**src/rtl/wb_pkg.sv**
```systemverilog
// Shared types and default widths for the writeback stage.
// Imported by writeback_stage and ret_pop_fsm.
package wb_pkg;

  localparam int DATA_W  = 16;
  localparam int PC_W    = 32;
  localparam int RADDR_W = 3;
  localparam int FLAG_W  = 3;

  typedef enum logic [1:0] {
    WB_ALU,
    WB_MEM,
    WB_IN,
    WB_IMM
  } wb_src_e;

  typedef enum logic [1:0] {
    IDLE,
    WAIT_LOW,
    WAIT_FLAGS
  } wb_state_e;

endpackage

```
**src/rtl/ret_pop_fsm.sv**
```systemverilog
// RET/RTI pop-assembly FSM.
// Rebuilds the return PC and flags from 16-bit pops.
module ret_pop_fsm #(
  parameter int DATA_W = wb_pkg::DATA_W,
  parameter int PC_W   = wb_pkg::PC_W,
  parameter int FLAG_W = wb_pkg::FLAG_W
) (
  input  logic              clk,
  input  logic              reset,
  input  logic              start,
  input  logic              start_rti,
  input  logic              pop_word,
  input  logic [DATA_W-1:0] mem_data,
  output logic              pc_load,
  output logic [PC_W-1:0]   pc_value,
  output logic              flags_restore,
  output logic [FLAG_W-1:0] flags_value,
  output logic              busy,
  output logic              seq_done
);

  import wb_pkg::*;

  wb_state_e         state;
  logic [DATA_W-1:0] pc_hi;
  logic              is_rti;

  assign busy = (state != IDLE);

  // Last word of a sequence: feeds the retire counter.
  assign seq_done = pop_word &&
    ((state == WAIT_LOW && !is_rti) ||
     (state == WAIT_FLAGS));

  always_ff @(posedge clk) begin
    if (reset) begin
      state         <= IDLE;
      pc_hi         <= '0;
      is_rti        <= 1'b0;
      pc_load       <= 1'b0;
      flags_restore <= 1'b0;
      pc_value      <= '0;
      flags_value   <= '0;
    end else begin
      pc_load       <= 1'b0;
      flags_restore <= 1'b0;
      unique case (state)
        IDLE: begin
          if (start) begin
            pc_hi  <= mem_data;
            is_rti <= start_rti;
            state  <= WAIT_LOW;
          end
        end
        WAIT_LOW: begin
          if (pop_word) begin
            pc_value <= {pc_hi, mem_data};
            if (is_rti) begin
              state <= WAIT_FLAGS;
            end else begin
              pc_load <= 1'b1;
              state   <= IDLE;
            end
          end
        end
        WAIT_FLAGS: begin
          if (pop_word) begin
            flags_value   <= mem_data[FLAG_W-1:0];
            flags_restore <= 1'b1;
            pc_load       <= 1'b1;
            state         <= IDLE;
          end
        end
        default: state <= IDLE;
      endcase
    end
  end

endmodule

```
**src/rtl/var_reg.sv**
```systemverilog
// Plain enabled holding register.
// Synchronous active-high reset to zero.
module var_reg #(
  parameter int W = 8
) (
  input  logic         clk,
  input  logic         reset,
  input  logic         en,
  input  logic [W-1:0] d,
  output logic [W-1:0] q
);

  always_ff @(posedge clk) begin
    if (reset)
      q <= '0;
    else if (en)
      q <= d;
  end

endmodule

```
**src/rtl/writeback_stage.sv**
```systemverilog
// Writeback stage: rf write port, RET/RTI return, stall.
// Optional retire counter under WB_RETIRE_CNT_EN.
module writeback_stage #(
  parameter int DATA_W  = wb_pkg::DATA_W,
  parameter int PC_W    = wb_pkg::PC_W,
  parameter int RADDR_W = wb_pkg::RADDR_W,
  parameter int FLAG_W  = wb_pkg::FLAG_W
) (
  input  logic               clk,
  input  logic               reset,
  input  logic               wb_valid,
  input  logic               wb_reg_write,
  input  logic [RADDR_W-1:0] wb_rdst,
  input  logic [1:0]         wb_src_select,
  input  logic [DATA_W-1:0]  alu_result,
  input  logic [DATA_W-1:0]  mem_data,
  input  logic [DATA_W-1:0]  in_port,
  input  logic [DATA_W-1:0]  immediate,
  input  logic               wb_ret,
  input  logic               wb_rti,
  input  logic               wb_pop_word,
  output logic               rf_write_en,
  output logic [RADDR_W-1:0] rf_write_addr,
  output logic [DATA_W-1:0]  rf_write_data,
  output logic               pc_load,
  output logic [PC_W-1:0]    pc_value,
  output logic               flags_restore,
  output logic [FLAG_W-1:0]  flags_value,
  output logic               wb_busy,
  output logic [31:0]        retired_count
);

  import wb_pkg::*;

  logic              accept;
  logic              seq_start;
  logic              normal;
  logic [DATA_W-1:0] wr_data;

  // Beats arriving while a return is in flight are dropped.
  assign accept    = wb_valid && !wb_busy;
  assign seq_start = accept && (wb_ret || wb_rti);
  assign normal    = accept && !(wb_ret || wb_rti);

  always_comb begin
    wr_data = alu_result;
    unique case (wb_src_e'(wb_src_select))
      WB_ALU:  wr_data = alu_result;
      WB_MEM:  wr_data = mem_data;
      WB_IN:   wr_data = in_port;
      WB_IMM:  wr_data = immediate;
      default: wr_data = alu_result;
    endcase
  end

  always_ff @(posedge clk) begin
    if (reset)
      rf_write_en <= 1'b0;
    else
      rf_write_en <= normal && wb_reg_write;
  end

  var_reg #(.W(RADDR_W)) u_addr (
    .clk   (clk),
    .reset (reset),
    .en    (normal),
    .d     (wb_rdst),
    .q     (rf_write_addr)
  );

  var_reg #(.W(DATA_W)) u_data (
    .clk   (clk),
    .reset (reset),
    .en    (normal),
    .d     (wr_data),
    .q     (rf_write_data)
  );

`ifdef WB_RETIRE_CNT_EN
  logic seq_done;
`endif

  ret_pop_fsm #(
    .DATA_W (DATA_W),
    .PC_W   (PC_W),
    .FLAG_W (FLAG_W)
  ) u_fsm (
    .clk           (clk),
    .reset         (reset),
    .start         (seq_start),
    .start_rti     (wb_rti),
    .pop_word      (wb_pop_word),
    .mem_data      (mem_data),
    .pc_load       (pc_load),
    .pc_value      (pc_value),
    .flags_restore (flags_restore),
    .flags_value   (flags_value),
    .busy          (wb_busy),
`ifdef WB_RETIRE_CNT_EN
    .seq_done      (seq_done)
`else
    .seq_done      ()
`endif
  );

`ifdef WB_RETIRE_CNT_EN
  always_ff @(posedge clk) begin
    if (reset)
      retired_count <= '0;
    else if (normal || seq_done)
      retired_count <= retired_count + 32'd1;
  end
`else
  assign retired_count = '0;
`endif

endmodule

```
**config.mk**
```make
export PLATFORM = sky130hd
export DESIGN_NAME = writeback_stage
export DESIGN_NICKNAME = d
export VERILOG_FILES = /design/src/rtl/wb_pkg.sv /design/src/rtl/ret_pop_fsm.sv /design/src/rtl/var_reg.sv /design/src/rtl/writeback_stage.sv
export SDC_FILE = /design/constraint.sdc
export NUM_CORES = 1
export LEC_CHECK = 0
export CAP_MARGIN = 40
export CORE_ASPECT_RATIO = 1.2
export CORE_UTILIZATION = 24
export CTS_CLUSTER_SIZE = 8
export DETAILED_ROUTE_END_ITERATION = 6
export PLACE_DENSITY_LB_ADDON = 0.08
export SETUP_SLACK_MARGIN = 0.1
export SYNTH_ARGS = -nofsm -noshare
export SYNTH_HDL_FRONTEND = slang
export SYNTH_SLANG_ARGS = --single-unit
```
**constraint.sdc**
```tcl
create_clock -name clk -period 2.9 [get_ports clk]
set_input_delay 0.29 -clock clk [delete_from_list [all_inputs] [get_ports clk]]
set_output_delay 0.29 -clock clk [all_outputs]
set_load 0.01 [all_outputs]
```
; ---- After elaboration in Yosys (flattened, before gate mapping)
; Cells that the tools add are included.
[op_classes]
add_sub_neg = 0
n_mul = 0
n_div = 0
order_cmp = 0
eq_ne = 8
n_shift = 0
muxes = 10
n_bitwise = 1
n_reduce_logical = 15
[op_table]
columns = op, count
row1 = one-hot mux 16 bit (4 select lines), 1
row2 = 2-to-1 mux 2 bit, 4
row3 = "equality test 2 bit, second input constant", 3
row4 = "inequality test 2 bit, second input constant", 3
row5 = one-hot mux 2 bit (3 select lines), 1
row6 = AND reduction 2 bit, 3
row7 = "equality test 2 x 1 -> 1 bit, second input constant", 2
row8 = logical AND 1 bit, 4
row9 = zero test 2 bit, 2
row10 = 2-to-1 mux 1 bit, 3
row11 = AND reduction 3 bit, 1
row12 = zero test 1 bit, 2
row13 = one-hot mux 1 bit (2 select lines), 1
row14 = nonzero test 2 bit, 1
row15 = OR reduction 2 bit, 1
row16 = logical OR 1 bit, 1
row17 = inverter 1 bit, 1
[word_totals]
regBits = 76
latch_bits = 0
ramBits = 0
romBits = 0
in_bits = 76
out_inout_bits = 90
mem_count = 0

; ---- Longest topological paths before layout
[depth]
word_depth = 6
depth_mapped = 8
mapped_depth_nobuf = 5

; ---- Cells and area by module
; From an unflattened synthesis, not the netlist that was laid out.
[hier_totals]
cells_unflattened = 373
hier_area_um2 = 3533.4
[by_module_without_submodules]
columns = mod, instances, cells_each, area_per_inst_um2
row1 = ret_pop_fsm, 1, 253, 2134.5
row2 = writeback_stage, 1, 59, 716.9
row3 = var_reg (u_data), 1, 52, 580.6
row4 = var_reg (u_addr), 1, 9, 101.3

; ---- Worst setup path before layout
; OpenSTA, ideal clock, no wires.
[synth_timing]
kind = register to register
start = register u_fsm.state[0]
end = register u_data.q[10]
setup_time_ps = 117
t_arrival_ps = 1534
t_required_ps = 2783
slack_ps = 1249
path_stages_with_launch = 9
synth_period_minus_slack_ps = 1651
path_cell_list = dfxtp_1 inv_1 ha_1 nor4bb_1 buf_2 and2b_1 buf_4 buf_6 a22o_1
[synth_via]
elab_chain_cells = 4
[synth_rtl]
columns = element, line_no
row1 = start: declaration, ret_pop_fsm.sv:24  ; wb_state_e state;
row2 = start signal: assignment, ret_pop_fsm.sv:37  ; state <= IDLE;
row3 = start signal: assignment, ret_pop_fsm.sv:52  ; state <= WAIT_LOW;
row4 = start signal: assignment, ret_pop_fsm.sv:59  ; state <= WAIT_FLAGS;
row5 = nonzero test 2 bit, ret_pop_fsm.sv:28  ; assign busy = (state != IDLE);
row6 = zero test 1 bit, writeback_stage.sv:41  ; assign accept = wb_valid && !wb_busy;
row7 = logical AND 1 bit, writeback_stage.sv:41
row8 = logical AND 1 bit, writeback_stage.sv:43  ; assign normal = accept && !(wb_ret || wb_rti);
row9 = end signal: assignment, var_reg.sv:15  ; q <= '0;
row10 = end signal: assignment, var_reg.sv:17  ; q <= d;
row11 = end: declaration, var_reg.sv:10  ; output logic [W-1:0] q
; Every way passes these cells.
; A chain may end at the register's enable or synchronous reset.

; ---- Worst setup path after layout
[layout_timing]
start = register u_fsm.state[0]
end = register u_data.q[14]
; The elaborated chain is that of the path after synthesis.

==> flow_metrics.tcl <==
set metrics [dict create \
    status "complete, no violations" \
    ys_warn_count 0 \
    grt.busiest_layer "met2" \
    final_cell_mix "clkdlybuf4s50_1 (132), nand2_1 (102), dfxtp_1 (76)" \
    r2r-end "u_data.q[14]" \
    min_to "u_fsm.pc_value[6]" \
    syn2layout_area_growth_pct 50.5 \
    required_ps 3180 \
    syn_area_per_cell_um2 9.22 \
    synth-adder-area-share_pct 1.52 \
    nNetsFinal 561 \
    cp_max_fo 17 \
    use_met3_pct 3.30 \
    antennaDiodeCount 0 \
    fin_tns_setup_ps 0 \
    cts_sinks 76 \
    num_rows 46 \
    multi_input_area_um2 1510 \
    ctsHoldBuffers 0 \
    cp.arrival_ps 2260 \
    end_kind "flop" \
    clk_pin_slew_ps 60 \
    clock_latency_ps 330 \
    cts_root_buffer "clkbuf_16" \
    coreArea_um2 13300 \
    drt-initial-drc-count 114 \
    setup-violations-final 0 \
    vias 2807 \
    cts_buffers 9 \
    syn_area_um2 3290 \
    dp_hpwl_mm 6.99 \
    seq_area_um2 1520 \
    via_per_inst 4.29 \
    r2r_start "u_fsm.state[0]" \
    ys_ff_latch 76 \
    use_met1_pct 17.1 \
    place_congestion 0.699 \
    fin_crit_ps 1990 \
    holdWs_ps 453 \
    synthMuxAreaShare_pct 12.5 \
    worst_pin_slew_ps 746 \
    cts_buffer_depth 2 \
    holdPathStages 2 \
    io_buffers 133 \
    synthSimpleGateAreaFrac_pct 15.0 \
    p_per_area_nw_per_um2 623 \
    grt_overflow 0 \
    final_common_cell "clkdlybuf4s50_1" \
    htreeDepth 3 \
    wl_per_cell_um 14.6 \
    synth_xor_area_share_pct 0 \
    hold_viol 0 \
    drv_slew 0 \
    die_area_um2 14200 \
    max_stage_delay_ps 520 \
    cts_resized 0 \
    crit_path_start_kind "flop" \
    drive_above_1_share_pct 8.23 \
    hp-start "u_fsm.pc_value[6]" \
    maxCapViolations 0 \
    peakVddDrop_mv 0.258 \
    clock_skew_ps 3.84 \
    crit_buf_inv 2 \
    routed_wl_mm 9.55 \
    critical_path.top_delay_family "simple AND/OR/NAND/NOR gates" \
    grt_pass1_wl_mm 14.4 \
    die_h_um 130 \
    initial_core_util_pct 24.8 \
    hold_path.class "reg -> reg" \
    firstDrtPassIters 4 \
    post-route-drc-count 0 \
    timing.final.crit_share_pct 68.5 \
    rr_worst_depth 6 \
    crit_chain "inv_1 -> ha_1 -> nor4bb_1 -> buf_4 -> and2b_1 -> a22o_1" \
    ios 166 \
    relSlewSlack_pct 50.1 \
    rrSetupSlack_ps 910 \
    use_met2_pct 20.9 \
    seq_area_frac_synth_pct 46.2 \
    rsz0062_at_grt "no" \
    ys_types 27 \
    critPathLaunch "u_fsm.state[0]" \
    synth_top_family_by_area "simple AND/OR/NAND/NOR gates" \
    ant_nets 0 \
    slowest_stage "and2b_1" \
    cts_tree "built" \
    grt_use_total_pct 13.5 \
    die_x_um 109 \
    synth_cells 357 \
    grt_max_degree 62 \
    post_cts_buffers 0 \
    max_freq_ghz 0.503 \
    fillCellCount 1385 \
    p_leak_nw 1.80 \
    grt_pass1_vias 2716 \
    synth_compound_area_share_pct 13.2 \
    worstSetupPathType "reg -> reg" \
    antenna_found_initial 0 \
]
-- sequential cells by signal, summed over array words and instances (netlist names) --
register / count
u_fsm.is_rti: 1
u_fsm.flags_restore: 1
u_fsm.pc_hi: 16
u_fsm.pc_value: 32
u_data.q: 16
rf_write_en: 1
u_fsm.pc_load: 1
u_fsm.state: 2
u_fsm.flags_value: 3
u_addr.q: 3
-- worst max path at each step --
stage | endpoint | slack [ps] | cells past startpoint
2_1_floorplan | u_data.q[10] | 1250 | 8
3_3_place_gp | u_data.q[14] | 750 | 5
3_5_place_dp | u_data.q[14] | 740 | 5
4_1_cts | u_data.q[14] | 890 | 6
5_1_grt | u_data.q[14] | 750 | 6
6_report | u_data.q[14] | 910 | 6
-- metrics by stage --
| stage | std cells | worst slack [ps] | total power [mW] | instance area, um2 | util [%] |
|---|---|---|---|---|---|
| after floorplan | 388 | 1250 | 1.61 | 3410 | - |
| after global placement | 638 | 751 | 1.90 | 4630 | 34.8 |
| after detailed placement | 638 | 739 | 1.90 | 4630 | 34.8 |
| after CTS | 654 | 893 | 3.15 | 4950 | 37.3 |
| after global routing | 654 | 752 | 3.25 | 4950 | 37.3 |
| final | 654 | 912 | 3.09 | 4950 | 37.3 |
-- metal layers --
layer / part of all wire, % / up-vias
li1: - / 1401
met1: 44 / 1294
met2: 46 / 99
met3: 7.5 / 13
met4: 2.3 / 0
met5: 0 / -
-- cell type report --
class | count | area share (%)
Sequential cell | 76 | 30.7
Multi-Input combinational cell | 251 | 30.5
Timing Repair Buffer | 139 | 27.7
Clock buffer | 9 | 4.55
Tap cell | 168 | 4.24
Clock inverter | 7 | 2.05
Inverter | 4 | 0.303
-- synthesized netlist by cell type --
master | n | share of area [%]
nor3_1 | 1 | 0.15
dfxtp_1 | 76 | 46
buf_4 | 33 | 7.5
nand2_1 | 102 | 12
buf_2 | 8 | 1.2
nor2_1 | 6 | 0.68
a22o_1 | 16 | 4.3
and2_1 | 2 | 0.38
nand3b_1 | 1 | 0.23
nand2b_1 | 3 | 0.57
buf_1 | 2 | 0.23
and2b_1 | 1 | 0.23
o211ai_1 | 1 | 0.23
mux4_2 | 16 | 11
nor2_2 | 1 | 0.19
a32oi_1 | 1 | 0.27
a21oi_1 | 52 | 7.9
nand3_1 | 4 | 0.61
o211a_1 | 1 | 0.30
a2bb2oi_1 | 1 | 0.27
mux2i_1 | 5 | 1.5
nor4bb_1 | 1 | 0.30
buf_6 | 2 | 0.68
clkbuf_1 | 12 | 1.4
ha_1 | 4 | 1.5
conb_1 | 1 | 0.11
inv_1 | 4 | 0.46
-- cell families after synthesis --
group,Yosys count
flops,76
other cells,1
fa+ha+maj,4
mux,21
compound gates,72
buf+inv,61
simple gates,122
-- worst reg2reg max path: stages (launching register included) --
cell,delay (ps)
dfxtp_1,330
inv_1,100
ha_1,300
nor4bb_1,240
buf_4,190
and2b_1,520
a22o_1,240
-- power breakdown --
| group | internal, mW | switching [mW] |
|---|---|---|
| Combinational | 0.339 | 0.349 |
| Sequential | 1.13 | 0.0459 |
| Clock | 0.758 | 0.463 |
| Total | 2.23 | 0.858 |
Note: power is estimated with default switching activity, not from simulation.
